`src/rtl/servisia_lcd_ctrl.sv`:
```
// Wishbone controller for an HD44780 16x2 LCD in 8-bit write-only mode.
// Define SERVISIA_LCD_FIFO_EN for a 4-entry command FIFO; otherwise a single holding register is used.
module servisia_lcd_ctrl #(
  parameter int unsigned CNT_W     = 16,
  parameter int unsigned SETUP_CYC = 1,
  parameter int unsigned EN_CYC    = 2,
  parameter int unsigned HOLD_CYC  = 1,
  parameter int unsigned EXEC_CYC  = 40,
  parameter int unsigned CLR_CYC   = 1600
) (
  input  logic       clk_i,
  input  logic       rst_ni,
  input  logic [8:0] wb_dat_i,
  input  logic       wb_we_i,
  input  logic       wb_stb_i,
  output logic [8:0] wb_rdt_o,
  output logic       wb_ack_o,
  output logic       lcd_rs_o,
  output logic       lcd_en_o,
  output logic [7:0] lcd_db_o
);

  localparam logic [CNT_W-1:0] SETUP_LD = CNT_W'(SETUP_CYC - 1);
  localparam logic [CNT_W-1:0] EN_LD    = CNT_W'(EN_CYC - 1);
  localparam logic [CNT_W-1:0] HOLD_LD  = CNT_W'(HOLD_CYC - 1);
  localparam logic [CNT_W-1:0] EXEC_LD  = CNT_W'(EXEC_CYC - 1);
  localparam logic [CNT_W-1:0] CLR_LD   = CNT_W'(CLR_CYC - 1);

  typedef enum logic [2:0] {
    IDLE   = 3'd0,
    SETUP  = 3'd1,
    ENABLE = 3'd2,
    HOLD   = 3'd3,
    EXEC   = 3'd4
  } state_t;

  state_t           state;
  logic [CNT_W-1:0] cnt;

  logic       q_empty;
  logic       q_full;
  logic [8:0] q_head;
  logic       rd_c;
  logic       push_c;
  logic       pop_c;
  logic       busy_c;
  logic       is_clr_c;

  // Bus handshake: ack can never repeat on consecutive cycles because it gates itself.
  assign rd_c     = wb_stb_i & ~wb_we_i & ~wb_ack_o;
  assign push_c   = wb_stb_i & wb_we_i & ~wb_ack_o & ~q_full;
  assign pop_c    = (state == IDLE) & ~q_empty;
  assign busy_c   = (state != IDLE) | ~q_empty;
  assign is_clr_c = ~lcd_rs_o && (lcd_db_o != 8'd0) && (lcd_db_o <= 8'd3);

`ifdef SERVISIA_LCD_FIFO_EN
  logic [8:0] mem [4];
  logic [1:0] wp;
  logic [1:0] rp;
  logic [2:0] count;

  always_ff @(posedge clk_i) begin
    if (push_c) mem[wp] <= wb_dat_i;
  end

  always_ff @(posedge clk_i) begin
    if (!rst_ni) begin
      wp    <= 2'd0;
      rp    <= 2'd0;
      count <= 3'd0;
    end else begin
      if (push_c) wp <= wp + 2'd1;
      if (pop_c)  rp <= rp + 2'd1;
      case ({push_c, pop_c})
        2'b10:   count <= count + 3'd1;
        2'b01:   count <= count - 3'd1;
        default: count <= count;
      endcase
    end
  end

  assign q_empty = (count == 3'd0);
  assign q_full  = (count == 3'd4);
  assign q_head  = mem[rp];
`else
  logic [8:0] hold_q;
  logic       hold_vld;

  // Push requires an empty register, so push and pop never coincide here.
  always_ff @(posedge clk_i) begin
    if (!rst_ni) begin
      hold_q   <= 9'd0;
      hold_vld <= 1'b0;
    end else if (push_c) begin
      hold_q   <= wb_dat_i;
      hold_vld <= 1'b1;
    end else if (pop_c) begin
      hold_vld <= 1'b0;
    end
  end

  assign q_empty = ~hold_vld;
  assign q_full  = hold_vld;
  assign q_head  = hold_q;
`endif

  // Bus response plus the LCD timing sequencer.
  always_ff @(posedge clk_i) begin
    if (!rst_ni) begin
      state    <= IDLE;
      cnt      <= '0;
      wb_ack_o <= 1'b0;
      wb_rdt_o <= 9'd0;
      lcd_rs_o <= 1'b0;
      lcd_en_o <= 1'b0;
      lcd_db_o <= 8'd0;
    end else begin
      wb_ack_o <= rd_c | push_c;
      wb_rdt_o <= rd_c ? {7'd0, q_full, busy_c} : 9'd0;
      case (state)
        IDLE: begin
          if (!q_empty) begin
            lcd_rs_o <= q_head[8];
            lcd_db_o <= q_head[7:0];
            cnt      <= SETUP_LD;
            state    <= SETUP;
          end
        end
        SETUP: begin
          if (cnt == '0) begin
            lcd_en_o <= 1'b1;
            cnt      <= EN_LD;
            state    <= ENABLE;
          end else begin
            cnt <= cnt - 1'b1;
          end
        end
        ENABLE: begin
          if (cnt == '0) begin
            lcd_en_o <= 1'b0;
            cnt      <= HOLD_LD;
            state    <= HOLD;
          end else begin
            cnt <= cnt - 1'b1;
          end
        end
        HOLD: begin
          if (cnt == '0) begin
            cnt   <= is_clr_c ? CLR_LD : EXEC_LD;
            state <= EXEC;
          end else begin
            cnt <= cnt - 1'b1;
          end
        end
        EXEC: begin
          if (cnt == '0) state <= IDLE;
          else           cnt   <= cnt - 1'b1;
        end
        default: state <= IDLE;
      endcase
    end
  end

endmodule

```
`config.mk`:
```
export PLATFORM = sky130hd
export DESIGN_NAME = servisia_lcd_ctrl
export DESIGN_NICKNAME = d
export VERILOG_FILES = /design/src/rtl/servisia_lcd_ctrl.sv
export SDC_FILE = /design/constraint.sdc
export NUM_CORES = 1
export LEC_CHECK = 0
export ABC_CLOCK_PERIOD_IN_PS = 3000
export CAP_MARGIN = 20
export CORE_MARGIN = 4
export CORE_UTILIZATION = 37
export DETAILED_ROUTE_END_ITERATION = 7
export HOLD_SLACK_MARGIN = 0.15
export PLACE_DENSITY_LB_ADDON = 0.3
export SETUP_SLACK_MARGIN = 0.1
export SLEW_MARGIN = 10
export SYNTH_ARGS = -nofsm -noshare
export SYNTH_HDL_FRONTEND = slang
export SYNTH_SLANG_ARGS = --single-unit
```
`constraint.sdc`:
```
create_clock -name clk_i -period 3 [get_ports clk_i]
set_input_delay 0.75 -clock clk_i [delete_from_list [all_inputs] [get_ports clk_i]]
set_output_delay 0.75 -clock clk_i [all_outputs]
set_load 0.05 [all_outputs]
```
==> results of run 1 <==
## worst reg2reg max path, cell delays in order, from the launching register on
cell,delay (ns)
dfxtp_1,0.34
inv_1,0.14
ha_1,0.22
or4b_1,0.57
or4_4,0.70
a21oi_2,0.31
nor4_1,0.10
mux2i_1,0.12
## final timing paths
| path | from | end | slack, ns |
|---|---|---|---|
| setup reg to reg | cnt[0] | cnt[14] | 0.39 |
| setup / recovery | cnt[0] | cnt[14] | 0.39 |
| hold / removal | hold_q[7] | lcd_db_o[7] | 0.46 |
| hold reg to reg | hold_q[7] | lcd_db_o[7] | 0.46 |
## cell usage after synthesis (2+ instances only)
library cell   n  area (sq um)
inv_1          7          26.3
o21ai_0        8          40.0
nand3_1        8          40.0
a21oi_1       13          65.1
clkbuf_1      13          48.8
o311ai_0       3          26.3
buf_2          4          20.0
a21boi_0      21           158
xnor2_1        2          17.5
nor2_1        14          52.6
o21a_1         2          15.0
o31ai_1        6          45.0
nand2_1       55           206
nor3b_1        2          15.0
or4_1          8          60.1
o211ai_1       5          37.5
a31oi_1        4          25.0
nor4_1         7          43.8
dfxtp_1       42           841
buf_4          7          52.6
or3_1          6          37.5
nor3_1         6          30.0
## power groups by stage
stage               combinational, W  sequential, W  clock [W]
floorplan                    0.00102       0.000760          0
global placement             0.00117       0.000789          0
detailed placement           0.00120       0.000789          0
CTS                          0.00120       0.000776   0.000462
global route                 0.00135       0.000798   0.000488
finish                       0.00121       0.000778   0.000448
## layout by cell type (no fill, tap or decap), drive strengths merged, types with 2 or more instances in the layout
cell type and instances:
nand2 55, dfxtp 42, clkdlybuf4s50 25, a21boi 21
nor2 14, a21oi 14, or4 9, o21ai 8
nand3 8, inv 7, nor4 7, conb 7
or3 6, o31ai 6, nor3 6, clkbuf 6
o211ai 5, a31oi 4, buf 4, o311ai 3
xnor2 2, nor3b 2, o21a 2, or4b 2
## cell type report
cell class,instances,share of cell area
timing repair buffer,29,0.112
tap,72,0.0360
inverter,8,0.0120
clock inverter,2,0.0150
sequential,42,0.336
multi-input combinational,201,0.460
clock buffer,6,0.0290
## sequential cells by signal (all words and copies together), names as in the netlist
signal    flops
cnt          16
hold_q        9
hold_vld      1
lcd_db_o      8
lcd_en_o      1
lcd_rs_o      1
state         3
wb_ack_o      1
wb_rdt_o      2
## per-layer routing
layer	part of all wire	track usage
met1	0.48	0.192
met2	0.47	0.235
met4	0.0090	0.0439
met5	0	0
met3	0.038	0.0405
## kinds of logic (layout without fill, tap and decap cells)
logic type,Yosys count,in the layout
fa+ha+maj,1,1
buf+inv,33,45
xor+xnor,2,2
simple gates,116,116
flops,42,42
other cells,1,7
mux,1,1
compound gates,74,74
## stage by stage
stage / cell area [sq um] / std cells / power, W
after floorplan: 2160 / 276 / 0.00178
after global placement: 2390 / 352 / 0.00196
after detailed placement: 2390 / 352 / 0.00199
after CTS: 2500 / 360 / 0.00244
after global routing: 2500 / 360 / 0.00264
final: 2500 / 360 / 0.00244
==> metrics.csv, run 1 <==
metric;value;unit
post-route DRC violation count;0;
# resized after CTS;0;
crit share post-route;0.869;
Synth Area in Compound Gates;0.242;
Hold Path Depth;2;
Die ar.;7040;sq um
Sw Share;0.441;
Area Overhead vs Synth;17.4;%
I/O Buffers;25;
critical path startpoint category;register;
Hold Slack;0.463;ns
clk sink count;42;
P_leak;0.881;nW
Clk pwr share;0.184;
post-synthesis cell type count;49;
PwrDens;973;nW/um^2
Max-Cap Viols;0;
CTS Hold Buffers Added;0;
Post-Synth XOR/XNOR Area;0.00821;
multi-input logic area;1150;sq um
Max Slew Vio Count;0;
Data arrival, critical path;2.79;ns
setup slack after layout;0.394;ns
I/O pin cnt;33;
CTS tree;done;
Slew HR;0.577;
Switch Pwr;0.00108;W
Internal;0.00136;W
register area share after synthesis;0.394;
critical setup path kind;reg -> reg;
CTS HTree Levels;2;
Initial Utilization;0.385;
part of the power in registers;0.319;
Worst path max stage delay;0.70;ns
clock-pin slew of the registers on the worst-case setup and hold paths;0.09;ns
ys async rst share;0;
clock latency on the worst-skew pair;0.29;ns
delay-heaviest family, CP;simple AND/OR/NAND/NOR gates;
gr usage total;0.147;
Place WS;0.416;ns
post-CTS repair timing setup buffer count;0;
critical path depth;7;
slowest CP cell;or4_4;
worst-path fanout max;14;
RSZ-0062 raised after global routing;false;
antenna violations before repair;0;
worst reg2reg path depth;7;
Final Hold Fails;0;
yosys warns;0;
Final setup viols;0;
number of synthesized flops with an enable pin;0;
mux cell area share after synthesis;0.00469;
filler instances;554;
crit end category;register;
maximum clock rate;0.384;GHz
post-DP HPWL;3.40;mm
Gate power share;0.497;
GP Congestion;0.800;
drt initial violations;122;
CTS Root Cell;clkbuf_8;
worst hold path class;reg -> reg;
remaining global-route overflow;0;
Adder-Cell Fraction of Synth Area;0.00587;
required time of the critical path;3.18;ns
outcome;complete, no violations;
peak supply drop;0.000683;V
cell row count;27;
Routed WL;4.90;mm
Max Buffers Root-to-Sink;2;
cells after synthesis;270;
worst path cell trace;inv_1 > ha_1 > or4b_1 > or4_4 > a21oi_2 > nor4_1 > mux2i_1;
Total Nets Final;301;
Tmin final;2.61;ns
Routed wire per std cell;13.6;um
Reg area;841;sq um
area of the core;5540;sq um
Cell Area, Synth;2130;sq um
largest net degree at the start of global routing;24;
Synth Area in Simple Gates;0.267;
final core occ;0.452;
CTS buffer count;5;
die extent in y;83.9;um
ANT nets after route;0;
Setup TNS Final;0;ns
Yosys reg bits;42;
vias in the first global route;1720;
First-pass DRT Iterations;4;
largest family of logic cells by synthesized area;simple AND/OR/NAND/NOR gates;
top_reg_cell synth;dfxtp_1;
syn avg cell area;7.90;sq um
vias post-DR;1952;
Via-to-Cell Ratio;5.42;
Worst Tran Pin Value;0.632;ns
Die W;83.9;um
clk_skew;0.00999;ns
WP buf/inv;1;
share of post-route cells with drive strength above 1;0.0556;
Antenna Cells;0;
first-pass GRT wire length;8.48;mm
Power figures use the tool's default switching activity.
==> run 2: changes to the inputs <==
GPL_ROUTABILITY_DRIVEN = 1   (was not set)
==> results of run 2 <==
No change in the layout: final DEF, timing and power equal those of run 1.
==> run 3: changes to the inputs <==
CORE_UTILIZATION = 50   (was 37)
==> metrics.csv, run 3 (same netlist as run 1, synthesis figures left out) <==
metric;value;unit
slowest CP cell;or4_4;
vias in the first global route;1775;
post-CTS repair timing setup buffer count;0;
Die W;73.3;um
Data arrival, critical path;2.80;ns
part of the power in registers;0.320;
ANT nets after route;0;
Via-to-Cell Ratio;5.90;
worst hold path class;reg -> reg;
Reg with most FFs;cnt;
Gate power share;0.493;
worst path cell trace;inv_1 > ha_1 > or4b_1 > or4_4 > a21oi_2 > nor4_1 > mux2i_1;
P_leak;0.882;nW
CTS buffer count;5;
Switch Pwr;0.00105;W
Post-DP Area;2360;sq um
crit share post-route;0.875;
peak supply drop;0.000337;V
CTS tree;done;
Design Area, Final;2470;sq um
First-pass DRT Iterations;4;
cell row count;23;
gr usage total;0.200;
vias post-DR;1982;
RSZ-0062 raised after global routing;false;
WP buf/inv;1;
Internal;0.00138;W
Worst Tran Pin Value;0.631;ns
CTS Root Cell;clkbuf_8;
Total Nets Final;300;
remaining global-route overflow;0;
most frequent cells in the layout;nand2_1 (55), dfxtp_1 (42), clkdlybuf4s50_1 (25), a21boi_0 (21), nor2_1 (14);
worst-path fanout max;14;
Worst path max stage delay;0.69;ns
clock latency on the worst-skew pair;0.30;ns
Area Overhead vs Synth;15.8;%
largest net degree at the start of global routing;37;
antenna violations before repair;0;
clk_skew;0.00585;ns
Worst setup startpoint;cnt[0];
max reg flops;16;
Final setup viols;0;
biggest regs;cnt x16, hold_q x9, lcd_db_o x8;
first-pass GRT wire length;8.47;mm
Tot Pwr;0.00243;W
Max Buffers Root-to-Sink;2;
drt initial violations;161;
# resized after CTS;0;
CTS HTree Levels;2;
I/O pin cnt;33;
I/O Buffers;25;
Final Hold Fails;0;
setup slack after layout;0.376;ns
maximum clock rate;0.381;GHz
clock-pin slew of the registers on the worst-case setup and hold paths;0.08;ns
Slew HR;0.575;
Antenna Cells;0;
Setup TNS Final;0;ns
share of post-route cells with drive strength above 1;0.0524;
GP Congestion;0.849;
outcome;complete, no violations;
Routed wire per std cell;14.2;um
post-DP HPWL;3.29;mm
critical setup path kind;reg -> reg;
post-route DRC violation count;0;
PwrDens;985;nW/um^2
CTS Hold Buffers Added;0;
die extent in y;73.3;um
Sw Share;0.433;
critical path startpoint category;register;
required time of the critical path;3.17;ns
Die ar.;5380;sq um
crit end category;register;
most common cell after layout, fill and taps aside;nand2_1;
delay-heaviest family, CP;simple AND/OR/NAND/NOR gates;
Routed WL;4.79;mm
Max-Cap Viols;0;
Hold Path Origin;hold_q[6];
Max Slew Vio Count;0;
Initial Utilization;0.526;
area of the core;4060;sq um
clk sink count;42;
Place WS;0.388;ns
Clk pwr share;0.188;
Tmin final;2.62;ns
r2r startpoint;cnt[0];
[run 3: path summary, 6_finish.rpt]
path                  to  slack (ns)  cells after the start
max reg2reg      cnt[14]        0.38                      7
min          lcd_db_o[6]        0.46                      2
max              cnt[14]        0.38                      7
min reg2reg  lcd_db_o[6]        0.46                      2
[run 3: final cells by class]
cell class	count	area [sq um]
multi-input cells	201	1150
inverters	8	30.0
flip-flops and latches	42	841
fillers	370	1590
well taps	50	62.6
clock buffers	6	82.6
repair buffers	28	273
clock inverters	1	30.0
[run 3: routing by layer]
layer  routed length [um]  global-route usage  up-vias
li1                     -                   -      987
met1                 2140               0.278      925
met5                    0                   0        -
met3                  320              0.0506       10
met4                   76              0.0805        0
met2                 2250               0.295       60
[run 3: metrics by stage]
stage	hold WS, ns	cells	utilization
after floorplan	0.437	276	-
after global placement	0.447	329	0.581
after detailed placement	0.454	329	0.581
after CTS	0.467	336	0.609
after global routing	0.490	336	0.609
final	0.461	336	0.609
[run 3: power groups by stage]
stage                     clock [W]  combinational, W  sequential [W]
after floorplan                   0           0.00102        0.000760
after global placement            0           0.00116        0.000784
after detailed placement          0           0.00119        0.000785
after CTS                  0.000466           0.00119        0.000774
after global routing       0.000493           0.00136        0.000800
final                      0.000456           0.00120        0.000778
[run 3: worst reg2reg max path, cell delays in order (launching register included)]
cell and delay [ns]:
dfxtp_1 0.34, inv_1 0.13, ha_1 0.22, or4b_1 0.57
or4_4 0.69, a21oi_2 0.32, nor4_1 0.10, mux2i_1 0.13
